File: src/rtl/multi_oneshot_pkg.sv
// multi_oneshot_pkg: shared state type and config-field slicing helper for the one-shot generator
package multi_oneshot_pkg;
  typedef enum logic [1:0] {IDLE, DELAY, PULSE} state_t;
  function automatic int fld_lsb(input int idx, input int w);
    return idx * w;
  endfunction
endpackage

File: src/rtl/multi_oneshot_gen_if.sv
// multi_oneshot_gen_if: trigger/config inputs and pulse/status outputs of the one-shot generator
interface multi_oneshot_gen_if #(parameter int CH = 4, parameter int CNT_W = 8);
  logic [CH-1:0] TRIG;
  logic [CH*CNT_W-1:0] WIDTH_CFG;
  logic [CH*CNT_W-1:0] DELAY_CFG;
  logic [CH-1:0] OUT;
  logic [CH-1:0] OUTN;
  logic [CH-1:0] BUSY;
  logic [CH-1:0] DONE;
  modport master(output TRIG, WIDTH_CFG, DELAY_CFG, input OUT, OUTN, BUSY, DONE);
  modport slave(input TRIG, WIDTH_CFG, DELAY_CFG, output OUT, OUTN, BUSY, DONE);
endinterface

File: src/rtl/multi_oneshot_chan.sv
// multi_oneshot_chan: one retriggerable delayed one-shot channel.
// MULTI_ONESHOT_POWERON_PULSE_EN: fire a DEFAULT_WIDTH pulse on the first edge after reset release.
module multi_oneshot_chan
  import multi_oneshot_pkg::*;
#(
  parameter int CNT_W = 8,
  parameter int RETRIG = 1,
  parameter int DEFAULT_WIDTH = 8
) (
  input  logic             CLK,
  input  logic             RSTN,
  input  logic             trig,
  input  logic [CNT_W-1:0] width_cfg,
  input  logic [CNT_W-1:0] delay_cfg,
  output logic             out,
  output logic             outn,
  output logic             busy,
  output logic             done
);
`ifdef MULTI_ONESHOT_POWERON_PULSE_EN
  localparam bit PO_EN = 1'b1;
`else
  localparam bit PO_EN = 1'b0;
`endif
  localparam bit RT = RETRIG != 0;
  state_t state, state_n;
  logic [CNT_W-1:0] cnt, cnt_n, w_q, w_n;
  logic out_n, done_n, trig_q, po_q, take;
  assign take = trig & ~trig_q & (state == IDLE || RT);
  always_comb begin
    state_n = state;
    cnt_n = cnt;
    w_n = w_q;
    out_n = out;
    done_n = 1'b0;
    if (po_q) begin
      state_n = PULSE;
      cnt_n = CNT_W'(DEFAULT_WIDTH - 1);
      w_n = CNT_W'(DEFAULT_WIDTH);
      out_n = 1'b1;
    end else if (take && state == PULSE) begin
      // extension keeps OUT high; zero width ends the pulse here
      w_n = width_cfg;
      if (width_cfg == '0) begin
        state_n = IDLE;
        out_n = 1'b0;
        done_n = 1'b1;
      end else cnt_n = width_cfg - 1'b1;
    end else if (take) begin
      w_n = width_cfg;
      if (width_cfg == '0) state_n = IDLE;
      else if (delay_cfg == '0) begin
        state_n = PULSE;
        cnt_n = width_cfg - 1'b1;
        out_n = 1'b1;
      end else begin
        state_n = DELAY;
        cnt_n = delay_cfg - 1'b1;
      end
    end else if (state == DELAY) begin
      state_n = cnt == '0 ? PULSE : DELAY;
      cnt_n = cnt == '0 ? w_q - 1'b1 : cnt - 1'b1;
      out_n = cnt == '0;
    end else if (state == PULSE) begin
      state_n = cnt == '0 ? IDLE : PULSE;
      cnt_n = cnt == '0 ? cnt : cnt - 1'b1;
      out_n = cnt != '0;
      done_n = cnt == '0;
    end
  end
  always_ff @(posedge CLK or negedge RSTN) begin
    if (!RSTN) begin
      state <= IDLE;
      cnt <= '0;
      w_q <= '0;
      out <= 1'b0;
      outn <= 1'b1;
      busy <= 1'b0;
      done <= 1'b0;
      trig_q <= 1'b1;
      po_q <= PO_EN;
    end else begin
      state <= state_n;
      cnt <= cnt_n;
      w_q <= w_n;
      out <= out_n;
      outn <= ~out_n;
      busy <= state_n != IDLE;
      done <= done_n;
      trig_q <= trig;
      po_q <= 1'b0;
    end
  end
endmodule

File: src/rtl/multi_oneshot_gen.sv
// multi_oneshot_gen: CH independent delayed one-shot channels behind a packed bus interface
module multi_oneshot_gen
  import multi_oneshot_pkg::*;
#(
  parameter int CH = 4,
  parameter int CNT_W = 8,
  parameter int RETRIG = 1,
  parameter int DEFAULT_WIDTH = 8
) (
  input logic CLK,
  input logic RSTN,
  multi_oneshot_gen_if.slave bus
);
  logic [CH-1:0] out_v, outn_v, busy_v, done_v;
  for (genvar i = 0; i < CH; i++) begin : g_ch
    multi_oneshot_chan #(
      .CNT_W(CNT_W),
      .RETRIG(RETRIG),
      .DEFAULT_WIDTH(DEFAULT_WIDTH)
    ) u_chan (
      .CLK(CLK),
      .RSTN(RSTN),
      .trig(bus.TRIG[i]),
      .width_cfg(bus.WIDTH_CFG[fld_lsb(i, CNT_W) +: CNT_W]),
      .delay_cfg(bus.DELAY_CFG[fld_lsb(i, CNT_W) +: CNT_W]),
      .out(out_v[i]),
      .outn(outn_v[i]),
      .busy(busy_v[i]),
      .done(done_v[i])
    );
  end
  assign bus.OUT = out_v;
  assign bus.OUTN = outn_v;
  assign bus.BUSY = busy_v;
  assign bus.DONE = done_v;
endmodule

File: src/flat_wrapper.sv
// flat-port wrapper written by rule: the top's interface ports become plain ports
module multi_oneshot_gen_flat import multi_oneshot_pkg::*;
#(
  parameter int CH = 4,
  parameter int CNT_W = 8,
  parameter int RETRIG = 1,
  parameter int DEFAULT_WIDTH = 8
)
  (CLK, RSTN, bus_TRIG, bus_WIDTH_CFG, bus_DELAY_CFG, bus_OUT, bus_OUTN, bus_BUSY, bus_DONE);
  multi_oneshot_gen_if #(.CH(CH), .CNT_W(CNT_W)) bus_i ();
  input logic CLK;
  input logic RSTN;
  input wire logic [$bits(bus_i.TRIG)-1:0] bus_TRIG;
  input wire logic [$bits(bus_i.WIDTH_CFG)-1:0] bus_WIDTH_CFG;
  input wire logic [$bits(bus_i.DELAY_CFG)-1:0] bus_DELAY_CFG;
  output wire logic [$bits(bus_i.OUT)-1:0] bus_OUT;
  output wire logic [$bits(bus_i.OUTN)-1:0] bus_OUTN;
  output wire logic [$bits(bus_i.BUSY)-1:0] bus_BUSY;
  output wire logic [$bits(bus_i.DONE)-1:0] bus_DONE;
  assign bus_i.TRIG = bus_TRIG;
  assign bus_i.WIDTH_CFG = bus_WIDTH_CFG;
  assign bus_i.DELAY_CFG = bus_DELAY_CFG;
  assign bus_OUT = bus_i.OUT;
  assign bus_OUTN = bus_i.OUTN;
  assign bus_BUSY = bus_i.BUSY;
  assign bus_DONE = bus_i.DONE;
  multi_oneshot_gen #(.CH(CH), .CNT_W(CNT_W), .RETRIG(RETRIG), .DEFAULT_WIDTH(DEFAULT_WIDTH)) u_core (.CLK(CLK), .RSTN(RSTN), .bus(bus_i));
endmodule
File: config.mk
export PLATFORM = sky130hd
export DESIGN_NAME = multi_oneshot_gen_flat
export DESIGN_NICKNAME = d
export VERILOG_FILES = /design/src/rtl/multi_oneshot_pkg.sv /design/src/rtl/multi_oneshot_gen_if.sv /design/src/rtl/multi_oneshot_chan.sv /design/src/rtl/multi_oneshot_gen.sv /design/src/flat_wrapper.sv
export SDC_FILE = /design/constraint.sdc
export NUM_CORES = 1
export LEC_CHECK = 0
export CAP_MARGIN = 25
export CORE_ASPECT_RATIO = 1.5
export CORE_MARGIN = 4
export CORE_UTILIZATION = 37
export DETAILED_ROUTE_END_ITERATION = 7
export GPL_ROUTABILITY_DRIVEN = 0
export PLACE_DENSITY = 0.55
export SLEW_MARGIN = 10
export SYNTH_ARGS = -nofsm -noshare
export SYNTH_HDL_FRONTEND = slang
export SYNTH_HIERARCHICAL = 1
export SYNTH_SLANG_ARGS = --single-unit
File: constraint.sdc
create_clock -name CLK -period 3.9 [get_ports CLK]
set_input_delay 0.585 -clock CLK [delete_from_list [all_inputs] [get_ports CLK]]
set_output_delay 0.585 -clock CLK [all_outputs]
set_load 0.03 [all_outputs]
==> results of run 1 <==
metrics by stage:
| step | utilization [%] | hold WS [ps] | worst slack [ps] |
|---|---|---|---|
| 5_1_grt | 45.39 | 384.4 | 968.1 |
| 4_1_cts | 45.39 | 334.1 | 1134 |
| 6_report | 45.39 | 318.3 | 1080 |
| 3_3_place_gp | 43.71 | 483.4 | 889.1 |
| 3_5_place_dp | 43.71 | 492.2 | 757.7 |
| 2_1_floorplan | - | 289.4 | 1631 |
flip-flops by register name, summed over array words and instances, names as in the netlist:
name and cells:
u_core/g_ch.u_chan/outn 4, u_core/g_ch.u_chan/busy 4, u_core/g_ch.u_chan/done 4, u_core/g_ch.u_chan/cnt 32
u_core/g_ch.u_chan/trig_q 4, u_core/g_ch.u_chan/out 4, u_core/g_ch.u_chan/state 8, u_core/g_ch.u_chan/w_q 32
critical path, cell delays in order:
cell and delay, ps:
clkdlybuf4s50_1 520, inv_1 60, ha_1 210, nor3b_1 190, a31oi_1 820, and3b_1 280, a311oi_1 290, a221o_1 160
worst paths after layout:
path / endpoint / depth (start not counted)
worst max-delay path: u_core/g_ch[0].u_chan/cnt[3] / 8
worst min-delay path: u_core/g_ch[3].u_chan/done / 1
worst max register to register: u_core/g_ch[0].u_chan/busy / 7
worst min register to register: u_core/g_ch[0].u_chan/w_q[7] / 2
max in group asynchronous: u_core/g_ch[2].u_chan/trig_q / 2
min in group CLK: u_core/g_ch[0].u_chan/w_q[7] / 2
cells in the final DEF (no fill, tap or decap), drive strengths merged, types with 11 or more instances in the layout:
master | Yosys | routed
a211oi | 13 | 13
a21oi | 23 | 23
a31oi | 15 | 15
buf | 4 | 11
clkdlybuf4s50 | 0 | 84
dfrtp | 84 | 84
ha | 29 | 29
inv | 51 | 52
mux2i | 16 | 16
nand2 | 140 | 140
nand3 | 27 | 27
nor2 | 57 | 57
nor3 | 39 | 39
nor3b | 15 | 15
nor4 | 14 | 14
o211ai | 18 | 18
o21ai | 39 | 39
or3 | 16 | 16
or4 | 11 | 11
xnor2 | 26 | 26
xor2 | 34 | 34
logic make-up after synthesis:
| family | share of synthesized area, % |
|---|---|
| AO/OA/AOI/OAI | 20.29 |
| flip-flops | 33.27 |
| multiplexers | 2.466 |
| adder cells (fa/ha/maj) | 5.221 |
| AND/OR/NAND/NOR | 26.77 |
| buffers and inverters | 4.428 |
| XOR/XNOR | 7.561 |
power by group:
| group | internal (mW) | switching (mW) | leakage, nW | total (mW) |
|---|---|---|---|---|
| sequential | 1.21 | 0.289 | 1.10 | 1.50 |
| combinational | 0.663 | 0.804 | 2.21 | 1.47 |
| clock | 0.519 | 0.392 | 0.145 | 0.911 |
| total | 2.40 | 1.49 | 3.46 | 3.88 |
layout make-up:
class | count | share of cell area (%)
Inverter | 51 | 2.284
Sequential cell | 92 | 27.58
Clock buffer | 10 | 2.851
Tap cell | 252 | 3.761
Clock inverter | 6 | 0.8507
Multi-Input combinational cell | 658 | 51.66
Timing Repair Buffer | 95 | 11.01
routing by layer:
metal,up-vias,track usage [%],wire (um)
met4,0,6.068,371
li1,3164,-,-
met5,-,0,0
met2,99,35.40,10310
met1,3004,20.69,7871
met3,21,1.836,456
==> out/qor.txt, run 1 <==
status: complete, no violations
clock buffer depth: 2
FFs w/ async S/R, synth: 100.0%
die height: 175.9 um
setup bufs post-CTS: 0
Final TNS setup: 0 ps
clk_skew: 11.20 ps
Hold WC Path Type: in2async
cells after synthesis: 825
Max Fclk: 354.6 MHz
slew of the pin with the lowest slew margin: 1136 ps
FF-to-FF Start: u_core/g_ch[0].u_chan/cnt[0]
Finished Cell Area: 0.008383 mm2
synth warn: 6
Worst Path Max Fanout: 11
CTS Buf Count: 9
Reg2Reg Setup Slack: 1470 ps
CP Capture Type: flop
Clk pin slew, worst setup/hold paths: 70 ps
DRC viols: 0
RSZ-0062 raised after global routing: no
Yosys top cell area share: 30.24%
Post-CTS Hold Buffers: 0
critical path launch point: bus_DELAY_CFG[0]
Distinct cells, synth: 81
CTS tree: built
Final setup viols: 0
Post-synth EDFFs: 0
placed inst area: 0.008073 mm2
post_cts resized: 0
gr ovfl total: 0
number of global-route vias before repair: 6379
CP Data Required Time: 4180 ps
GR Util All Layers: 18.32%
Worst-Skew Late Latency: 350 ps
endpoints failing hold: 0
HPWL after detailed placement: 14840 um
pin count of the biggest net entering global routing: 58
vias per cell: 5.402
Max-Cap Viols: 0
first-pass GRT wire length: 31490 um
Post-Syn Nets: 924
CTS sink count: 92
most frequent cell after synthesis: nand2_1
antenna violations before repair: 0
core area: 0.01847 mm2
pwr dens: 463.2 mW/mm2
synthesis-to-layout area growth: 20.61%
register bit total from synthesis: 92
crit share post-route: 72.30%
synthesized area: 0.006950 mm2
static leakage: 3.455 nW
WL/cell: 16.33 um
nets: 1006
ranking of synthesized cells by area: dfrtp_1, nand2_1, ha_1, xor2_1, xnor2_1
critical path arrival: 3100 ps
CP Class: in2reg
CP Launch Type: input pin
initial DRC count: 264
share of layout cells above drive strength 1: 8.114%
Finished Layout Cells: 1164
post-synth top area cell: dfrtp_1
Antenna Cells: 0
Rel. slew slack: 23.93%
die area: 0.02109 mm2
DR pass1 iterations: 5
Slew Viols, Final: 0
cell count after placement: 1148
die width: 119.9 um
total power: 3.883 mW
part of the Yosys area used for sequential elements: 33.27%
Initial Util: 37.63%
drt total wl: 19010 um
antenna-violating nets left: 0
syn avg cell area: 8.425 um2
most frequent cells after synthesis: nand2_1, dfrtp_1, nor2_1
FILL cells: 1910
# H-tree levels: 3
Root Buffer: clkbuf_16
FP Rows: 61
number of I/O pins: 86
Synth Flop Type: dfrtp_1
multi-input logic area: 0.004330 mm2
Via Count: 6288
VDD IR max: 0.0002008 V
Period minus WS final: 2820 ps
register area: 0.002312 mm2
port bufs: 85
Note: power is estimated with default switching activity, not from simulation.
==> run 2: changes to the inputs <==
==> constraint.sdc (replaced) <==
create_clock -name CLK -period 2.6 [get_ports CLK]
set_input_delay 0.39 -clock CLK [delete_from_list [all_inputs] [get_ports CLK]]
set_output_delay 0.39 -clock CLK [all_outputs]
set_load 0.03 [all_outputs]
==> out/qor.txt, run 2 (synthesis gave the netlist of run 1 again) <==
sequence of cells on the critical path: inv_1 -> ha_1 -> or3b_1 -> or3_1 -> a211o_1 -> a32oi_1 -> nand2_1
Slew Viols, Final: 0 (unchanged)
clk_skew: 8.087 ps (-3.113 ps)
slew of the pin with the lowest slew margin: 627.7 ps (-508.0 ps)
drt total wl: 19380 um (+1.9%)
crit share post-route: 92.63%
die height: 175.9 um (unchanged)
first-pass GRT wire length: 31860 um (+1.2%)
placed inst area: 0.008378 mm2 (+3.8%)
Initial Util: 37.63% (unchanged)
setup bufs post-CTS: 0 (unchanged)
CP delay by family, top: simple AND/OR/NAND/NOR gates
initial DRC count: 388 (+47%)
most frequent cells in the layout: nand2_1, clkdlybuf4s50_1, dfrtp_1
Post-CTS Hold Buffers: 1 (+1)
CP Launch Type: flop
CTS tree: built
Root Buffer: clkbuf_16
DRC viols: 0 (unchanged)
Worst-Skew Late Latency: 340 ps (about the same)
CP Capture Type: flop
Final setup viols: 0 (unchanged)
HPWL after detailed placement: 15200 um (+2.4%)
Hold WC Path Type: in2async
VDD IR max: 0.0002853 V (+42%)
vias per cell: 5.377 (-0.47%)
port bufs: 85 (unchanged)
Via Count: 6468 (+2.9%)
share of layout cells above drive strength 1: 11.67% (+3.6 points)
Finished Layout Cells: 1203 (+3.4%)
synthesis-to-layout area growth: 25.24%
Rel. slew slack: 58.02% (+34 points)
critical path's largest stage delay: 490 ps (-330 ps)
Worst Path Max Fanout: 8 (-3)
FILL cells: 1894 (-0.84%)
Worst Path Buf+Inv: 1 (-1)
status: complete, no violations
number of global-route vias before repair: 6405 (+0.41%)
pwr dens: 682.8 mW/mm2 (+47%)
Period minus WS final: 2408 ps
RSZ-0062 raised after global routing: no
CP Class: reg2reg
WL/cell: 16.11 um (-1.4%)
post_cts resized: 0 (unchanged)
worst hold slack: 442.7 ps (+124.4 ps)
CP Data Required Time: 2820 ps (-1360 ps)
CP max-delay cell: or3b_1
antenna-violating nets left: 0 (unchanged)
Final TNS setup: 0 ps (unchanged)
core area: 0.01847 mm2 (unchanged)
most common cell after layout, fill and taps aside: nand2_1
pin count of the biggest net entering global routing: 81 (+40%)
Finished Core Util: 47.13% (+1.7 points)
GR Util All Layers: 18.46% (+0.14 points)
static leakage: 3.667 nW (+6.1%)
die area: 0.02109 mm2 (unchanged)
antenna violations before repair: 0 (unchanged)
critical path arrival: 2630 ps (-470 ps)
Reg2Reg Setup Slack: 190 ps (-1280 ps)
Max Fclk: 415.2 MHz
FP Rows: 61 (unchanged)
die width: 119.9 um (unchanged)
Max-Cap Viols: 0 (unchanged)
# H-tree levels: 3 (unchanged)
nets: 1046 (+4.0%)
endpoints failing hold: 0 (unchanged)
CTS Buf Count: 9 (unchanged)
cell count after placement: 1187 (+3.4%)
clock buffer depth: 2 (unchanged)
Clk pin slew, worst setup/hold paths: 70 ps (about the same)
gr ovfl total: 0 (unchanged)
Finished Cell Area: 0.008705 mm2 (+3.8%)
DR pass1 iterations: 5 (unchanged)
biggest regs: u_core/g_ch.u_chan/cnt (32), u_core/g_ch.u_chan/w_q (32), u_core/g_ch.u_chan/state (8)
CTS sink count: 92 (unchanged)
number of I/O pins: 86 (unchanged)
Antenna Cells: 0 (unchanged)
run 2: where the power goes:
group,internal (mW),leakage (nW),switching (mW)
clock network,0.865,0.156,0.557
logic,1.05,2.41,1.21
registers,1.82,1.10,0.436
run 2: routing by layer:
layer | global-route usage (%) | wire length, um
met1 | 21.54 | 7799
met2 | 35.47 | 10730
met3 | 2.126 | 585
met4 | 4.443 | 267
met5 | 0 | 0
run 2: worst reg2reg max path, cell delays in order (launching register included):
cell	delay, ps
dfrtp_1	450
inv_1	90
ha_1	190
or3b_1	490
or3_1	460
a211o_1	290
a32oi_1	250
nand2_1	80
run 2: metrics by stage:
stage                     total power [mW]  setup slack, ps
after global placement               4.531            124.2
after detailed placement             4.538            78.47
after global routing                 6.393            157.8
after floorplan                      3.755            417.0
final                                5.944            191.6
after CTS                            5.997            205.5
run 2: path summary, 6_finish.rpt:
kind | start | end | depth (start not counted)
worst max-delay path | u_core/g_ch[0].u_chan/cnt[0] | u_core/g_ch[0].u_chan/cnt[7] | 7
max in group asynchronous | RSTN | u_core/g_ch[2].u_chan/outn | 3
worst min-delay path | RSTN | u_core/g_ch[3].u_chan/done | 2
worst min register to register | u_core/g_ch[2].u_chan/w_q[7] | u_core/g_ch[2].u_chan/w_q[7] | 2
worst max register to register | u_core/g_ch[0].u_chan/cnt[0] | u_core/g_ch[0].u_chan/cnt[7] | 7
min in group CLK | u_core/g_ch[2].u_chan/w_q[7] | u_core/g_ch[2].u_chan/w_q[7] | 2
run 2: cell type report:
class | count | area (um2) | area share [%]
clock buffer | 11 | 242.7 | 2.789
tap | 252 | 315.3 | 3.622
multi-input combinational | 658 | 4330 | 49.75
timing repair buffer | 135 | 1239 | 14.23
clock inverter | 4 | 73.82 | 0.8481
sequential | 92 | 2312 | 26.56
inverter | 51 | 191.4 | 2.199
